## src/rtl/trng_uart_tx.sv

```systemverilog
// rtl/trng_uart_tx.sv - Flow-controlled UART transmitter with one-byte holding register
module trng_uart_tx #(
  parameter int CLKS_PER_BIT = 104,
  parameter int STOP_BITS    = 1
) (
  input  logic       i_clk,
  input  logic       i_reset_n,
  input  logic [7:0] i_dat,
  input  logic       i_write,
  input  logic       i_serial_rts_n,
  output logic       o_ready,
  output logic       o_serial_data,
  output logic       o_new_frame,
  output logic       o_overrun,
  output logic       o_busy
);

  localparam logic [1:0] IDLE  = 2'd0;
  localparam logic [1:0] START = 2'd1;
  localparam logic [1:0] DATA  = 2'd2;
  localparam logic [1:0] STOP  = 2'd3;

  localparam logic [15:0] BIT_LAST  = 16'(CLKS_PER_BIT - 1);
  localparam logic [2:0]  STOP_LAST = 3'(STOP_BITS - 1);

  logic [1:0]  state;
  logic [15:0] cnt;
  logic [2:0]  bit_idx;
  logic [7:0]  shifter;
  logic [7:0]  hold;
  logic        hold_full;
  logic        rts_s1;
  logic        rts_s2;
  logic        rts_ok;
  logic        bit_end;
  logic        stop_done;
  logic        launch;

  // Synchronizer resets to "deasserted" so nothing is sent until the host is seen ready.
  always_ff @(posedge i_clk or negedge i_reset_n) begin
    if (!i_reset_n) begin
      rts_s1 <= 1'b1;
      rts_s2 <= 1'b1;
    end else begin
      rts_s1 <= i_serial_rts_n;
      rts_s2 <= rts_s1;
    end
  end

  assign rts_ok    = ~rts_s2;
  assign bit_end   = (cnt == 16'd0);
  assign stop_done = (state == STOP) && bit_end && (bit_idx == STOP_LAST);
  // Flow control is only consulted at byte boundaries, never mid-frame.
  assign launch    = hold_full && rts_ok && ((state == IDLE) || stop_done);
  assign o_busy    = (state != IDLE);

  always_ff @(posedge i_clk or negedge i_reset_n) begin
    if (!i_reset_n) begin
      state         <= IDLE;
      cnt           <= 16'd0;
      bit_idx       <= 3'd0;
      shifter       <= 8'd0;
      hold          <= 8'd0;
      hold_full     <= 1'b0;
      o_ready       <= 1'b1;
      o_serial_data <= 1'b1;
      o_new_frame   <= 1'b0;
      o_overrun     <= 1'b0;
    end else begin
      o_overrun   <= i_write && !o_ready;
      o_new_frame <= launch;
      if (launch) begin
        shifter       <= hold;
        hold_full     <= 1'b0;
        o_ready       <= 1'b1;
        o_serial_data <= 1'b0;
        state         <= START;
        cnt           <= BIT_LAST;
        bit_idx       <= 3'd0;
      end else begin
        if (i_write && o_ready) begin
          hold      <= i_dat;
          hold_full <= 1'b1;
          o_ready   <= 1'b0;
        end
        case (state)
          IDLE: begin
          end
          START: begin
            if (bit_end) begin
              state         <= DATA;
              o_serial_data <= shifter[0];
              cnt           <= BIT_LAST;
            end else begin
              cnt <= cnt - 16'd1;
            end
          end
          DATA: begin
            if (bit_end) begin
              cnt <= BIT_LAST;
              if (bit_idx == 3'd7) begin
                state         <= STOP;
                o_serial_data <= 1'b1;
                bit_idx       <= 3'd0;
              end else begin
                bit_idx       <= bit_idx + 3'd1;
                shifter       <= {1'b0, shifter[7:1]};
                o_serial_data <= shifter[1];
              end
            end else begin
              cnt <= cnt - 16'd1;
            end
          end
          STOP: begin
            if (bit_end) begin
              if (bit_idx == STOP_LAST) begin
                state <= IDLE;
              end else begin
                bit_idx <= bit_idx + 3'd1;
                cnt     <= BIT_LAST;
              end
            end else begin
              cnt <= cnt - 16'd1;
            end
          end
          default: state <= IDLE;
        endcase
      end
    end
  end

endmodule

```

## config.mk

```make
export PLATFORM = sky130hd
export DESIGN_NAME = trng_uart_tx
export DESIGN_NICKNAME = d
export VERILOG_FILES = /design/src/rtl/trng_uart_tx.sv
export SDC_FILE = /design/constraint.sdc
export NUM_CORES = 1
export LEC_CHECK = 0
export CORE_MARGIN = 10
export CORE_UTILIZATION = 37
export CTS_CLUSTER_DIAMETER = 200
export DETAILED_ROUTE_END_ITERATION = 10
export PLACE_DENSITY = 0.53
export SYNTH_ARGS = -nofsm -noshare
export SYNTH_HDL_FRONTEND = slang
export SYNTH_SLANG_ARGS = --single-unit
```

## constraint.sdc

```tcl
create_clock -name i_clk -period 2.3 [get_ports i_clk]
set_input_delay 0.23 -clock i_clk [delete_from_list [all_inputs] [get_ports i_clk]]
set_output_delay 0.23 -clock i_clk [all_outputs]
set_load 0.02 [all_outputs]
```

==> impl_metrics.env, run 1 <==
export IMPL_dr_pass1_iters=4
export IMPL_synth_cells=218
export IMPL_cts_buffers=5
export IMPL_vias_per_cell=5.26
export IMPL_synth_area_per_cell_um2=10.7
export IMPL_clkSlewWorstSetupHoldPaths_ns=0.09
export IMPL_cp_data_required_time_ns=2.49
export IMPL_fin_cells=329
export IMPL_clock_path_buffers=2
export IMPL_n_fill_cell=586
export IMPL_num_io_pins=17
export IMPL_crit_path_end_kind="flop"
export IMPL_cts_tree="done"
export IMPL_crit_family="simple AND/OR/NAND/NOR gates"
export IMPL_fin_ws_ns=0.141
export IMPL_yosysUniqueCellTypes=54
export IMPL_rows=28
export IMPL_ir_drop_mv=0.557
export IMPL_dpl_worst_slack_ns=0.0518
export IMPL_timing_max_cap_violations=0
export IMPL_detailed_place_hpwl_um=3540
export IMPL_slew_limit_headroom_pct=69.7
export IMPL_critPathMaxStageDelay_ns=0.39
export IMPL_path_class="reg2reg"
export IMPL_crit_chain="inv_1, ha_1, nor4b_4, and4_4, and2_1, buf_12, mux2_2, mux2_2"
export IMPL_arrival_ns=2.35
export IMPL_grt_total_usage_pct=9.80
export IMPL_synth_warnings=0
export IMPL_startpoint_type="flop"
export IMPL_die_width_um=99.6
export IMPL_synth_edf_count=0
export IMPL_status="completed"
export IMPL_clk_latency_ns=0.30
export IMPL_min_period_ns=2.16
export IMPL_grt_max_degree=21
export IMPL_cts_sinks=44
export IMPL_power_density_cell_area_nw_per_um2=1250
export IMPL_io_buffers=16
export IMPL_antenna_found_initial=0
export IMPL_cp_max_fo=8
export IMPL_initialDrtViolationCount=56
export IMPL_worst_slew_pin_slew_ns=0.450
export IMPL_fmax_ghz=0.463
export IMPL_syn_to_final_growth_pct=21.1
export IMPL_overflow=0
export IMPL_finalHoldViolCount=0
export IMPL_vias=1729
export IMPL_die_h_um=99.6
export IMPL_ys_seq_area_share_pct=47.2
export IMPL_drive_above_1_share_pct=27.2
export IMPL_synth_ff_type="dfrtp_1"
export IMPL_finalSetupTns_ns=0
export IMPL_drc=0
export IMPL_leakage_uw=0.00120
export IMPL_routed_wirelength_um=4760
export IMPL_path_buf_inv=2
export IMPL_fp_coreArea_um2=6030
export IMPL_fin_crit_sh_pct=93.9
export IMPL_post_drt_wl_per_cell_um=14.5
export IMPL_final_antenna_net_count=0
export IMPL_syn_num_nets=238
export IMPL_finalClockSkew_ns=0.00860
export IMPL_crit_path_frequent_cell="mux2_2"
export IMPL_utilization_pct=47.1
export IMPL_hp_class="in2reg"
export IMPL_setup_violations=0
export IMPL_die_area_um2=9920
export IMPL_critPathSlowestCell="dfrtp_1"
export IMPL_syn_cell_area_um2=2340
export IMPL_cts_root_buffer="clkbuf_8"
export IMPL_grt_pass1_vias=1701
export IMPL_grt_pass1_wl_um=8110
export IMPL_dp_cells=320
export IMPL_place_congestion=0.814
export IMPL_synthArstFlopShare_pct=100
export IMPL_start_util_pct=38.9
export IMPL_finalMaxSlewViolations=0
export IMPL_antenna_cells=0
export IMPL_cts_htree_levels=2
export IMPL_synth_seq_cells=44
export IMPL_final_nets=273
export IMPL_cts_setup_buffers=0
-- worst paths after layout --
path	slack [ns]	cells past startpoint	from	end
worst max-delay path	0.14	8	cnt[0]$_DFFE_PN0P_	shifter[3]$_DFFE_PN0P_
worst min-delay path	0.35	1	i_serial_rts_n	rts_s1$_DFF_PN1_
worst max register to register	0.14	8	cnt[0]$_DFFE_PN0P_	shifter[3]$_DFFE_PN0P_
worst min register to register	0.36	0	rts_s1$_DFF_PN1_	rts_s2$_DFF_PN1_
max in group asynchronous	1.28	3	i_reset_n	o_ready$_DFFE_PN1P_
min in group asynchronous	0.38	2	i_reset_n	cnt[6]$_DFFE_PN0P_
-- cell usage after synthesis, drive strengths merged, types with 2 or more instances --
cell / n / area (µm²)
and2: 2 / 12.5
or3b: 2 / 17.5
o21bai: 3 / 22.5
or4: 2 / 15.0
nor4: 3 / 40.0
ha: 8 / 100
dfrtp: 40 / 1000
nor2b: 4 / 25.0
nor2: 15 / 63.8
mux2i: 2 / 20.0
nor3: 4 / 20.0
dfstp: 4 / 105
a31oi: 3 / 18.8
clkbuf: 2 / 7.51
nand4: 3 / 25.0
buf: 8 / 58.8
or2: 2 / 12.5
nor4b: 2 / 23.8
nand2: 8 / 30.0
mux2: 23 / 259
and3: 2 / 12.5
inv: 10 / 37.5
nand3: 4 / 20.0
o21ai: 15 / 75.1
and4: 2 / 17.5
or3: 8 / 50.1
a21oi: 20 / 104
nand2b: 3 / 18.8
-- worst register-to-register path, stage by stage (launching register included) --
cell     delay, ns
dfrtp_1       0.39
inv_1         0.08
ha_1          0.18
nor4b_4       0.22
and4_4        0.30
and2_1        0.18
buf_12        0.13
mux2_2        0.33
mux2_2        0.26
-- what timing repair did --
item / 4_1_cts / 5_1_grt
hold buffers: 1 / 0
gates resized for setup: 0 / 5
hold endpoints to repair: 15 / 0
endpoints found under the setup margin: 0 / 28
-- flip-flops by register name, summed over array words and instances, names as in the netlist --
name,cells
shifter,8
hold_full,1
o_new_frame,1
state,2
o_ready,1
o_serial_data,1
cnt,16
rts_s1,1
o_overrun,1
hold,8
bit_idx,3
rts_s2,1
-- cells by family after synthesis --
logic type	share of synthesized area [%]
AOI/OAI and AO/OA	14.3
buffers and inverters	4.43
DFF	47.2
adders and majority gates	4.27
and+or+nand+nor	17.9
muxes	11.9
-- placed cells by master (no fill, tap or decap), drive strengths merged, types with 5 or more instances in the layout --
cell           synthesis  final
o21ai                 15     15
clkdlybuf4s50          0     15
ha                     8      8
nand2                  8      8
or3                    8      8
clkbuf                 2      5
buf                    8     22
inv                   10     11
nor2                  15     15
a21oi                 20     20
dfrtp                 40     40
mux2                  23     23
-- layer usage --
layer  routed length (µm)  GRT usage [%]  part of all wire [%]
met4                   46           2.98                  0.97
met5                    0              0                     0
met1                 2360           12.7                    50
met3                  160           2.49                   3.4
met2                 2190           15.6                    46
-- cell type report --
| type | count | area, µm² | area share, % |
|---|---|---|---|
| Clock buffer | 5 | 68.8 | 2.43 |
| Clock inverter | 3 | 46.3 | 1.63 |
| Inverter | 10 | 37.5 | 1.32 |
| Multi-Input combinational cell | 154 | 1150 | 40.5 |
| Sequential cell | 44 | 1110 | 39.0 |
| Tap cell | 75 | 93.8 | 3.31 |
| Timing Repair Buffer | 38 | 335 | 11.8 |
-- power breakdown --
part	switching (µW)	leakage (µW)	total [µW]	internal [µW]
registers	232	0.000544	1320	1080
logic	837	0.000597	1640	799
clock network	277	0.0000548	604	327
-- metrics by stage --
step	area (µm²)	hold WS, ns	total power (µW)
6_report	2840	0.353	3560
5_1_grt	2840	0.347	3860
4_1_cts	2820	0.347	3580
3_5_place_dp	2700	0.187	2960
3_3_place_gp	2700	0.188	2930
2_1_floorplan	2340	-0.0656	2420
Power figures use the tool's default switching activity.
==> run 2, diff against run 1 <==
--- a/config.mk
+++ b/config.mk
@@ -5,6 +5,7 @@
 export SDC_FILE = /design/constraint.sdc
 export NUM_CORES = 1
 export LEC_CHECK = 0
+export CAP_MARGIN = 5
 export CORE_MARGIN = 10
 export CORE_UTILIZATION = 37
 export CTS_CLUSTER_DIAMETER = 200
==> results of run 2 <==
Same layout as run 1: the final DEF is identical, and so are final timing and power.
==> patch 1, RTL diff (config.mk and constraints of run 1) <==
Set the parameter `CLKS_PER_BIT` to 78 (it was 104).
--- a/src/rtl/trng_uart_tx.sv
+++ b/src/rtl/trng_uart_tx.sv
@@ -1,6 +1,6 @@
 // rtl/trng_uart_tx.sv - Flow-controlled UART transmitter with one-byte holding register
 module trng_uart_tx #(
-  parameter int CLKS_PER_BIT = 104,
+  parameter int CLKS_PER_BIT = 78,
   parameter int STOP_BITS    = 1
 ) (
   input  logic       i_clk,
Check against the original RTL: no difference found for any inputs over 10 cycles, from zero or initial values and one cycle with i_reset_n low; that may be too few to reach the edited logic, so the function may still have changed.
==> patch 1 against run 1 <==
- the flow now finishes with violations (negative hold slack)
- sequential cell count did not move
- wire length fell by 4.0%
- design area rose by 0.22%
- area after synthesis barely moved
- power rose by 2.2%
- critical endpoint is now shifter[2]
- clock power rose by 2%
- synthesized cell count fell by 3.7%
- worst setup slack improved by 0.016 ns
==> patch 1: results (changes against run 1) <==
set qor(max-vdd-ir-drop_uv) 520 ;# was 557 uV
set qor(leakage_uw) 0.00125 ;# was 0.00120 uW
set qor(synth.top_cells.by_count) {sky130_fd_sc_hd__dfrtp_1 (40), sky130_fd_sc_hd__mux2_2 (23), sky130_fd_sc_hd__nor2_1 (19), sky130_fd_sc_hd__inv_1 (11), sky130_fd_sc_hd__a21oi_1 (9)} ;# was sky130_fd_sc_hd__dfrtp_1 (40), sky130_fd_sc_hd__mux2_2 (23), sky130_fd_sc_hd__a21oi_1 (19), sky130_fd_sc_hd__nor2_1 (14), sky130_fd_sc_hd__o21ai_0 (14)
set qor(violations_in_the_final_reports) {negative hold slack}
set qor(nNetsFinal) 267 ;# was 273
set qor(net_count_of_the_mapped_netlist) 230 ;# was 238
set qor(drt-total-wl_mm) 4.57 ;# was 4.76 mm
set qor(hold_ws_ns) -0.0112 ;# was 0.353 ns
set qor(syn_area_per_cell_sq_um) 11.2 ;# was 10.7 sq um
set qor(number_of_non_clock_inverters_in_the_layout) 11 ;# was 10
set qor(largest_net_degree_at_the_start_of_global_routing) 45 ;# was 21
set qor(clk_share_pct) 4.05 ;# was 4.06%
set qor(place.detailed.instances) 315 ;# was 320
set qor(worst_slew_margin_rel_pct) 63.0 ;# was 69.7%
set qor(status) {complete, but fails checks} ;# was finished clean
set qor(rr_endpoint) {shifter[2]} ;# was shifter[3]
set qor(critPathMaxFanout) 13 ;# was 8
set qor(count_of_plain_and_timing_repair_buffers) 34 ;# was 38
set qor(global_route.usage.total_pct) 9.75 ;# was 9.80%
set qor(p_int_uw) 2250 ;# was 2210 uW
set qor(gr-usage-met1_pct) 13.5 ;# was 12.7%
set qor(dp.final_hpwl_mm) 3.39 ;# was 3.54 mm
set qor(comb.multi_input.count) 151 ;# was 154
set qor(synth_cell_types) 48 ;# was 54
set qor(first_iter_violations) 112 ;# was 56
set qor(via_count_of_the_first_global_routing_pass) 1634 ;# was 1701
set qor(multi_input_gate_share_of_total_cell_area_pct) 41.7 ;# was 40.5%
set qor(grt_pass1_wl_mm) 7.97 ;# was 8.11 mm
set qor(wl_met2_mm) 1.88 ;# was 2.19 mm
set qor(hold_viol_final) 12 ;# was 0
set qor(wl_met1_mm) 2.40 ;# was 2.36 mm
set qor(met3RoutedLength_um) 205 ;# was 160 um
[patch 1: changes by cell type in the layout (fill, tap and decap cells not counted), sizes merged, moves of 3 or more]
cell | before | now
a21oi | 20 | 9
or3 | 8 | 0
xor2 | 0 | 7
o21ai | 15 | 9
nor2 | 15 | 19
o2111ai | 1 | 5
o211ai | 1 | 5
a31oi | 3 | 0
buf | 22 | 19
o31ai | 1 | 4
or4 | 2 | 5
[patch 1: kinds of logic (layout without fill, tap and decap cells)]
| family | after synthesis | count (layout) | synth area share, % |
|---|---|---|---|
| simple gates | 66 | 66 | 17.2 |
| compound gates | 43 | 43 | 13.4 |
| fa+ha+maj | 8 | 8 | 4.27 |
| xor+xnor | 7 | 7 | 2.61 |
| flops | 44 | 44 | 47.2 |
| mux | 27 | 27 | 12.8 |
| buf+inv | 15 | 53 | 2.56 |
[patch 1: worst min path at each step]
stage	startpoint	end	slack, ns
after floorplan	i_reset_n	bit_idx[0]	-0.07
after global routing	i_reset_n	hold[7]	0.04
after CTS	i_reset_n	state[0]	0.01
after global placement	i_reset_n	cnt[3]	0.35
after detailed placement	i_reset_n	cnt[3]	0.35
final	i_reset_n	state[0]	-0.01
[patch 1: power groups by stage]
| stage | clock [uW] | combinational (uW) | sequential, uW |
|---|---|---|---|
| floorplan | 0 | 1110 | 1330 |
| global placement | 0 | 1690 | 1340 |
| detailed placement | 0 | 1700 | 1340 |
| CTS | 639 | 1710 | 1320 |
| global route | 677 | 1910 | 1370 |
| finish | 616 | 1690 | 1330 |
[patch 1: stage by stage]
stage                     setup slack [ns]  total power, uW  area [sq um]
after floorplan                     0.0707             2440          2340
after global placement               0.168             3030          2720
after detailed placement             0.121             3030          2720
after CTS                            0.128             3670          2840
after global routing                0.0322             3960          2840
final                                0.157             3630          2840
==> patch 2, RTL diff (config.mk and constraints of run 1) <==
Made on the original files. Reset style: synchronous (`i_reset_n`), changed in 2 clocked blocks.
--- a/src/rtl/trng_uart_tx.sv
+++ b/src/rtl/trng_uart_tx.sv
@@ -37,7 +37,7 @@
   logic        launch;
 
   // Synchronizer resets to "deasserted" so nothing is sent until the host is seen ready.
-  always_ff @(posedge i_clk or negedge i_reset_n) begin
+  always_ff @(posedge i_clk) begin
     if (!i_reset_n) begin
       rts_s1 <= 1'b1;
       rts_s2 <= 1'b1;
@@ -54,7 +54,7 @@
   assign launch    = hold_full && rts_ok && ((state == IDLE) || stop_done);
   assign o_busy    = (state != IDLE);
 
-  always_ff @(posedge i_clk or negedge i_reset_n) begin
+  always_ff @(posedge i_clk) begin
     if (!i_reset_n) begin
       state         <= IDLE;
       cnt           <= 16'd0;
Behaviour: differs if i_reset_n is asserted again (counterexample within 4 cycles, from zero or initial values and one cycle with i_reset_n low); with i_reset_n held inactive, the same outputs for 10 cycles.
==> patch 2 against run 1 <==
- fmax is 0.68% lower
- register-to-register slack better by 0.099 ns
- wire length grew 4.7%
- design area shrank 5.9%
- combinational power shrank 29%
- power decreased by 22%
- sequential cell count did not move
- worst setup slack lost 0.015 ns
- area after synthesis is 2.8% lower
- clock skew fell by 0.0027 ns
- synthesized cell count up 11%
- critical endpoint is now o_busy
- largest power group unchanged
==> patch 2: results (changes against run 1) <==
set qor(status) {finished clean} ;# unchanged
set qor(final_cells) 339 ;# was 329
set qor(hold_path_class) {reg -> reg} ;# was in -> reg
set qor(fillCellCount) 617 ;# was 586
set qor(synth_cell_types) 53 ;# was 54
set qor(drive_above_1_share_pct) 14.8 ;# was 27.2%
set qor(largest_net_degree_at_the_start_of_global_routing) 23 ;# was 21
set qor(grt_pass1_wl_mm) 8.66 ;# was 8.11 mm
set qor(net_count_of_the_mapped_netlist) 263 ;# was 238
set qor(timing.clock.skew_ns) 0.00589 ;# was 0.00860 ns
set qor(detailed_place.area_sq_mm) 0.00254 ;# was 0.00270 sq mm
set qor(synth.area.top_cells) {sky130_fd_sc_hd__dfxtp_1 (39%), sky130_fd_sc_hd__mux2i_1 (8.8%), sky130_fd_sc_hd__ha_1 (5.5%)} ;# was sky130_fd_sc_hd__dfrtp_1 (43%), sky130_fd_sc_hd__mux2_2 (11%), sky130_fd_sc_hd__dfstp_2 (4.5%)
set qor(worst_max_slew_pin_slew_ns) 0.524 ;# was 0.450 ns
set qor(place.detailed.instances) 331 ;# was 320
set qor(global_route.usage.total_pct) 10.5 ;# was 9.80%
set qor(gp_routability_congestion) 0.789 ;# was 0.814
set qor(crit_path_top_delay_cell) {sky130_fd_sc_hd__clkdlybuf4s50_1} ;# was sky130_fd_sc_hd__dfrtp_1
set qor(sequential_fraction_of_the_synthesis_area_pct) 38.7 ;# was 47.2%
set qor(dp.final_hpwl_mm) 3.63 ;# was 3.54 mm
set qor(synthesis.instances) 241 ;# was 218
set qor(first_iter_violations) 83 ;# was 56
set qor(max_stage_delay_ns) 0.62 ;# was 0.39 ns
set qor(ys_async_sr_fraction_pct) 0 ;# was 100%
set qor(routed_wire_length_per_instance_um) 14.7 ;# was 14.5 um
set qor(nNetsFinal) 285 ;# was 273
set qor(worst_path_dominant_cell_family) {buffers and inverters} ;# was simple AND/OR/NAND/NOR gates
set qor(leakage_uw) 0.00106 ;# was 0.00120 uW
patch 2: cell types whose count changed after synthesis, moves of 8 or more:
cell / delta
sky130_fd_sc_hd__mux2i_1: +18
sky130_fd_sc_hd__nor2_1: +14
sky130_fd_sc_hd__mux2_2: -21
sky130_fd_sc_hd__a21oi_1: -8
sky130_fd_sc_hd__dfrtp_1: -40
sky130_fd_sc_hd__dfxtp_1: +44
patch 2: area by class of cell:
| cell class | instances | area share [%] |
|---|---|---|
| Tap cell | 75 | 3.51 |
| Timing Repair Buffer | 24 | 8.71 |
| Clock buffer | 5 | 2.58 |
| Multi-Input combinational cell | 175 | 48.6 |
| Inverter | 13 | 1.83 |
| Clock inverter | 3 | 1.78 |
| Sequential cell | 44 | 33.0 |
patch 2: per-layer routing:
layer | track usage, % | vias up | wire length (um)
met5 | 0 | - | 0
met4 | 2.65 | 0 | 34
met3 | 3.21 | 2 | 207
met2 | 16.8 | 27 | 2290
met1 | 13.4 | 822 | 2450
li1 | - | 903 | -
patch 2: report_power, final:
part / internal [uW] / switching, uW / leakage, uW
sequential: 872 / 120 / 0.000358
combinational: 505 / 656 / 0.000645
clock: 327 / 279 / 0.0000583
total: 1700 / 1050 / 0.00106
patch 2: path summary, 6_finish.rpt:
| check | start | endpoint | slack [ns] | cells after the start |
|---|---|---|---|---|
| setup / recovery | state[0] | o_busy | 0.13 | 5 |
| setup reg to reg | state[0] | cnt[6] | 0.24 | 6 |
| hold reg to reg | rts_s1 | rts_s2 | 0.42 | 1 |
| hold / removal | rts_s1 | rts_s2 | 0.42 | 1 |
patch 2: repair_timing:
action	CTS	global route
endpoints found under the setup margin	0	6
resized for setup	0	2
endpoints found under the hold margin	0	0
patch 2: kinds of logic after synthesis:
| family | Yosys count | share of synthesized area [%] |
|---|---|---|
| buffers and inverters | 22 | 4.78 |
| and+or+nand+nor | 81 | 21.4 |
| muxes | 22 | 9.78 |
| xor gates and xnor gates | 8 | 3.08 |
| AOI/OAI and AO/OA | 54 | 16.8 |
| DFF | 44 | 38.7 |
| adders and majority gates | 10 | 5.49 |
patch 2: through the flow:
stage	power, uW	utilization, %	hold WS (ns)
after floorplan	1810	-	0.331
after global placement	2150	42.7	0.399
after detailed placement	2150	42.7	0.403
after CTS	2770	44.7	0.430
after global routing	2970	44.9	0.446
final	2760	44.9	0.419
patch 2: worst reg2reg max path: stages (launching register included):
cell and delay (ns):
sky130_fd_sc_hd__dfxtp_1 0.39, sky130_fd_sc_hd__ha_2 0.26, sky130_fd_sc_hd__and3b_1 0.23, sky130_fd_sc_hd__nand4_2 0.22, sky130_fd_sc_hd__a2bb2oi_1 0.27, sky130_fd_sc_hd__or3_1 0.34
sky130_fd_sc_hd__a32o_1 0.24
